File: src/rtl/add_sub_seq.sv
// add_sub_seq: multi-cycle, handshaked signed adder/subtractor.
// Ripples the sum CHUNK bits per clock and returns the exact N+1-bit
// sign-extended result of a+b (k=0) or a-b (k=1) plus a signed-overflow flag.
//
// Ports:
//   clk        clock, rising edge
//   rst_n      synchronous active-low reset
//   in_valid   requester presents a, b, k
//   in_ready   block can accept a request (registered)
//   a, b       N-bit two's complement operands
//   k          0 = a+b, 1 = a-b
//   out_valid  s/ovf hold a valid result (registered)
//   out_ready  consumer accepts the result
//   s          N+1-bit exact result
//   ovf        result does not fit in N signed bits
module add_sub_seq #(
  parameter int unsigned N     = 64,
  parameter int unsigned CHUNK = 8
) (
  input  logic         clk,
  input  logic         rst_n,
  input  logic         in_valid,
  output logic         in_ready,
  input  logic [N-1:0] a,
  input  logic [N-1:0] b,
  input  logic         k,
  output logic         out_valid,
  input  logic         out_ready,
  output logic [N:0]   s,
  output logic         ovf
);

  localparam int unsigned NCH = N / CHUNK;
  localparam int unsigned CW  = (NCH > 1) ? $clog2(NCH) : 1;

  typedef enum logic [1:0] {IDLE, BUSY, DONE} state_t;

  state_t         state, state_nx;
  logic [N-1:0]   a_r, bm_r, p_r, p_nx;
  logic           carry;
  logic [CW-1:0]  cnt;
  logic [CHUNK:0] csum;
  int unsigned    idx;
  logic           last, accept, c_n, c_nm1;

  always_ff @(posedge clk) begin
    if (!rst_n) state <= IDLE;
    else        state <= state_nx;
  end

  always_comb begin
    state_nx = state;
    accept   = 1'b0;
    unique case (state)
      IDLE: if (in_valid && in_ready) begin
        state_nx = BUSY;
        accept   = 1'b1;
      end
      BUSY: if (last) state_nx = DONE;
      DONE: if (out_ready) state_nx = IDLE;
      default: state_nx = IDLE;
    endcase
  end

  // One chunk of the ripple sum; p_nx is the partial result including it so
  // the final edge can publish the complete word directly.
  always_comb begin
    idx  = CHUNK * 32'(cnt);
    csum = {1'b0, a_r[idx +: CHUNK]} + {1'b0, bm_r[idx +: CHUNK]}
         + (CHUNK+1)'(carry);
    p_nx = p_r;
    p_nx[idx +: CHUNK] = csum[CHUNK-1:0];
    last  = (cnt == CW'(NCH - 1));
    c_n   = csum[CHUNK];
    // Carry into the top bit, recovered from its sum bit.
    c_nm1 = a_r[N-1] ^ bm_r[N-1] ^ p_nx[N-1];
  end

  always_ff @(posedge clk) begin
    if (!rst_n) begin
      in_ready  <= 1'b0;
      out_valid <= 1'b0;
      s         <= '0;
      ovf       <= 1'b0;
      a_r       <= '0;
      bm_r      <= '0;
      p_r       <= '0;
      carry     <= 1'b0;
      cnt       <= '0;
    end else begin
      in_ready  <= (state_nx == IDLE);
      out_valid <= (state_nx == DONE);
      if (accept) begin
        a_r   <= a;
        bm_r  <= b ^ {N{k}};
        carry <= k;
        cnt   <= '0;
      end else if (state == BUSY) begin
        p_r   <= p_nx;
        carry <= c_n;
        cnt   <= last ? '0 : cnt + 1'b1;
        if (last) begin
          s   <= {a_r[N-1] ^ bm_r[N-1] ^ c_n, p_nx};
          ovf <= c_n ^ c_nm1;
        end
      end
    end
  end

endmodule
File: config.mk
export PLATFORM = sky130hd
export DESIGN_NAME = add_sub_seq
export DESIGN_NICKNAME = d
export VERILOG_FILES = /design/src/rtl/add_sub_seq.sv
export SDC_FILE = /design/constraint.sdc
export NUM_CORES = 1
export LEC_CHECK = 0
export BUFFER_PORTS_ARGS = -buffer_cell sky130_fd_sc_hd__buf_4
export CAP_MARGIN = 5
export CORE_MARGIN = 1.5
export CORE_UTILIZATION = 60
export CTS_BUF_LIST = sky130_fd_sc_hd__clkbuf_8
export CTS_CLUSTER_SIZE = 10
export DETAILED_ROUTE_END_ITERATION = 10
export PLACE_DENSITY = 0.91
export SLEW_MARGIN = 15
export SYNTH_ARGS = -nofsm -noshare
export SYNTH_HDL_FRONTEND = slang
export SYNTH_SLANG_ARGS = --single-unit
File: constraint.sdc
create_clock -name clk -period 5.3 [get_ports clk]
set_input_delay 0.53 -clock clk [delete_from_list [all_inputs] [get_ports clk]]
set_output_delay 0.53 -clock clk [all_outputs]
set_load 0.05 [all_outputs]
==> results by group <==
STA
  – Maximum clock rate: approximately 0.24 GHz
  – Final period utilization: 78.2%
  – Final critical path time including I/O delays and setup: 4.15 ns
  – Total setup violations reported at the end of the flow: 0
  – Hold Fails Final Rpt: 0
  – Transition time of the tightest slew-check pin: 0.979 ns
  – Setup repair after global routing missed its margin: no
  – Slew Limit Headroom: between 30% and 40%
  – Worst clock skew on the final layout: about 0.022 ns
  – Final slew viol count: 0
  – Final sum of negative setup slack: 0 ns

Worst setup path
  – Crit path DAT: 4.56 ns
  – Startpoint types: register
  – Endpoint kind of the worst setup timing path: register
  – Critical path start-end classification: register to register
  – Data required time of the worst path: 5.71 ns
  – CP Max Fanout: 19

Clock tree
  – Clock buffer count from CTS: between 40 and 50
  – H-tree lvl count: 2
  – Number of buffers inserted to repair setup after CTS: 0
  – Root buffer cell: sky130_fd_sc_hd__clkbuf_8
  – CTS tree: done
  – Clock latency of the later-clocked register in the worst-skew pair: 0.55 ns
  – Clock slew at the register clock pins of the worst setup and hold paths: 0.06 ns
  – Number of buffers added to fix hold violations after cts: 0
  – Buffers from clock root to sink, at most: 3
  – Resized Gates After CTS: 0
  – Clock Sink Count: 266

Logic synthesis
  – Fraction of synthesis flops using an asynchronous set or reset pin: 0%
  – Top cell type's share of synthesized area: 44.6%
  – Mean cell area of the mapped netlist: between 8 and 9 um^2
  – Net Count, Synth: 1,554
  – Number of flops mapped to enable cells by yosys: 0
  – Cell taking the most area after synthesis: sky130_fd_sc_hd__dfxtp_1
  – Leading register cell type out of synthesis: sky130_fd_sc_hd__dfxtp_1
  – Flip-flop and latch count after synthesis: roughly 270
  – Yosys Warn Count: 0
  – Part of the Yosys area used for sequential elements: 44.6%
  – Leading post-synthesis cells by cell area: sky130_fd_sc_hd__dfxtp_1 45%, sky130_fd_sc_hd__nand2_1 8.8%, sky130_fd_sc_hd__a21oi_1 6.4%, sky130_fd_sc_hd__mux4_2 6.0%, sky130_fd_sc_hd__a211oi_1 5.7%
  – Number of distinct library cell variants in the gate-level netlist after synthesis: 61
  – Synthesized netlist cell count: between 1k and 1.5k
  – Post-Synthesis Cell Area: 11,900 um^2

Drt
  – Top layer used by detailed routing: met4
  – Vias per Instance: 5.88
  – TritonRoute pass-1 iters: 8
  – Wirelength per Cell: 17.6 um
  – Number of violations reported at the end of detailed-routing iteration 0: 1,093
  – Via count: 10.8k
  – Length of routed met2 wiring: 15.9 mm
  – DR WL met3: between 2 and 3 mm
  – Metal1 wirelength: 12.4 mm
  – Post-detailed-route DRC marker count: 0
  – Total length of routed wires: 32.3 mm
  – Antenna Nets Post-Route: 0

Worst hold path
  – Class of the worst hold path: primary input to register

Finish
  – Antenna fix cells: 0
  – Most frequent cells in the layout: 279 x sky130_fd_sc_hd__nand2_1, 264 x sky130_fd_sc_hd__dfxtp_1, 208 x sky130_fd_sc_hd__buf_4
  – Fill count: approximately 1.3k
  – Commonest non-fill, non-tap cell in the layout: sky130_fd_sc_hd__nand2_1
  – Combined area of the multi-input logic cells: approximately 6100 um^2
  – Final design instance area without fill: 14,300 um^2
  – Net count of the finished layout: 1,689
  – FF/Latch Area: 5330 um^2
  – Layout-stage area growth over the synthesis result: 20.1%
  – Share of post-route cells with drive strength above 1: between 20% and 30%

Placement
  – Area of placed instances: 13,400 um^2
  – Quantity of I/O buffers inserted on ports: 200
  – Final HPWL DP: 21.2 mm
  – Final weighted congestion in routability-driven placement: 0.871

GRT
  – Remaining global-route overflow: 0
  – Global-route usage over all layers: 31.0%
  – Largest net degree at the start of global routing: ~200
  – First-pass GRT wire length: 50.7 mm
  – Via count of the first global-routing pass: ~10k
  – Initial antenna violation count: 0

Power and ir drop
  – Peak supply drop: 0.000207 V
  – Leakage power figure: 0.00540 uW
  – Ratio of total power to cell area: about 320 nW/um^2

Floorplan
  – Number of placement rows: 51
  – Initial Util: 61.3%
  – Std-Cell Core Area: approximately 19,000 um^2
  – DIE HEIGHT: 144 um
  – Die outline area: between 20,000 and 25,000 um^2
  – Die boundary width: 144 um
  – Number of primary I/O pins: about 200

Flow run
  – Max-capacitance violation count: 0

Status
  – Run status: finished clean
## stage by stage
step / cells / worst slack [ns] / hold slack [ns] / utilization, % / power (uW)
CTS: 1839 / 1.14 / 0.208 / 73.7 / 4520
detailed placement: 1765 / 1.18 / 0.446 / 69.0 / 2700
finish: 1839 / 1.15 / 0.222 / 73.7 / 4520
global route: 1839 / 0.794 / 0.232 / 73.7 / 4670
global placement: 1765 / 1.21 / 0.440 / 69.0 / 2680
floorplan: 1408 / 1.89 / 0.433 / - / 2510
## state kept, by name (all words and copies together), names as in the netlist
register / count
in_ready: 1
p_r: 64
cnt: 3
bm_r: 64
ovf: 1
state: 2
out_valid: 1
s: 65
carry: 1
a_r: 64
## worst max-delay path, cell delays in order (launching register included)
cell	delay [ns]
sky130_fd_sc_hd__dfxtp_1	0.71
sky130_fd_sc_hd__clkinv_1	0.62
sky130_fd_sc_hd__mux2i_1	0.40
sky130_fd_sc_hd__fa_1	0.24
sky130_fd_sc_hd__inv_1	0.05
sky130_fd_sc_hd__fa_1	0.42
sky130_fd_sc_hd__a21o_1	0.20
sky130_fd_sc_hd__a21oi_1	0.16
sky130_fd_sc_hd__xor2_1	0.78
sky130_fd_sc_hd__nor3_1	0.23
sky130_fd_sc_hd__nand2_1	0.13
sky130_fd_sc_hd__a21oi_1	0.06
## synthesized netlist by cell type (all sizes together) (4+ instances only)
cell / n
nor2: 170
clkbuf: 78
inv: 5
or2: 4
and2: 4
a31oi: 14
xor2: 4
nor3: 25
a211oi: 90
ha: 11
a21oi: 154
o211ai: 12
dfxtp: 266
xnor2: 70
buf: 40
o21ai: 43
nand2b: 6
mux2i: 25
nand2: 279
or3: 11
nand3: 24
mux4: 32
## layout make-up
class / count / area share, %
clock buffer: 57 / 5.47
timing repair buffer: 210 / 11.2
sequential: 266 / 37.2
clock inverter: 17 / 0.873
multi-input combinational: 1018 / 42.8
inverter: 6 / 0.192
tap: 265 / 2.31
## cells by family (layout without fill, tap and decap cells)
family                     count (synthesis)  after routing  synth area share (%)
AOI/OAI and AO/OA                        330            330                  17.0
buffers and inverters                    124            290                  4.24
and+or+nand+nor                          544            544                  19.1
adders and majority gates                 13             13                  1.49
muxes                                     57             57                  8.13
xor gates and xnor gates                  74             74                  5.43
DFF                                      266            266                  44.6
## report_power, final
part | internal [uW] | switching, uW | leakage, uW
Clock | 1050 | 793 | 0.000507
Combinational | 233 | 316 | 0.00273
Sequential | 2070 | 52.3 | 0.00216
Total | 3360 | 1160 | 0.00540
## per-layer routing
metal  track usage, %  vias up
met5                0        -
met4             16.4        0
met3             5.63      112
met2             51.9      546
met1             38.0     5034
li1                 -     5126
## worst paths after layout
kind	end	from	cells past startpoint	slack, ns
hold / removal	a_r[10]	a[10]	3	0.22
setup / recovery	p_r[52]	cnt[2]	11	1.15
hold reg to reg	a_r[21]	a_r[21]	2	0.45
setup reg to reg	p_r[52]	cnt[2]	11	1.15
(Power assumes the default switching activity.)
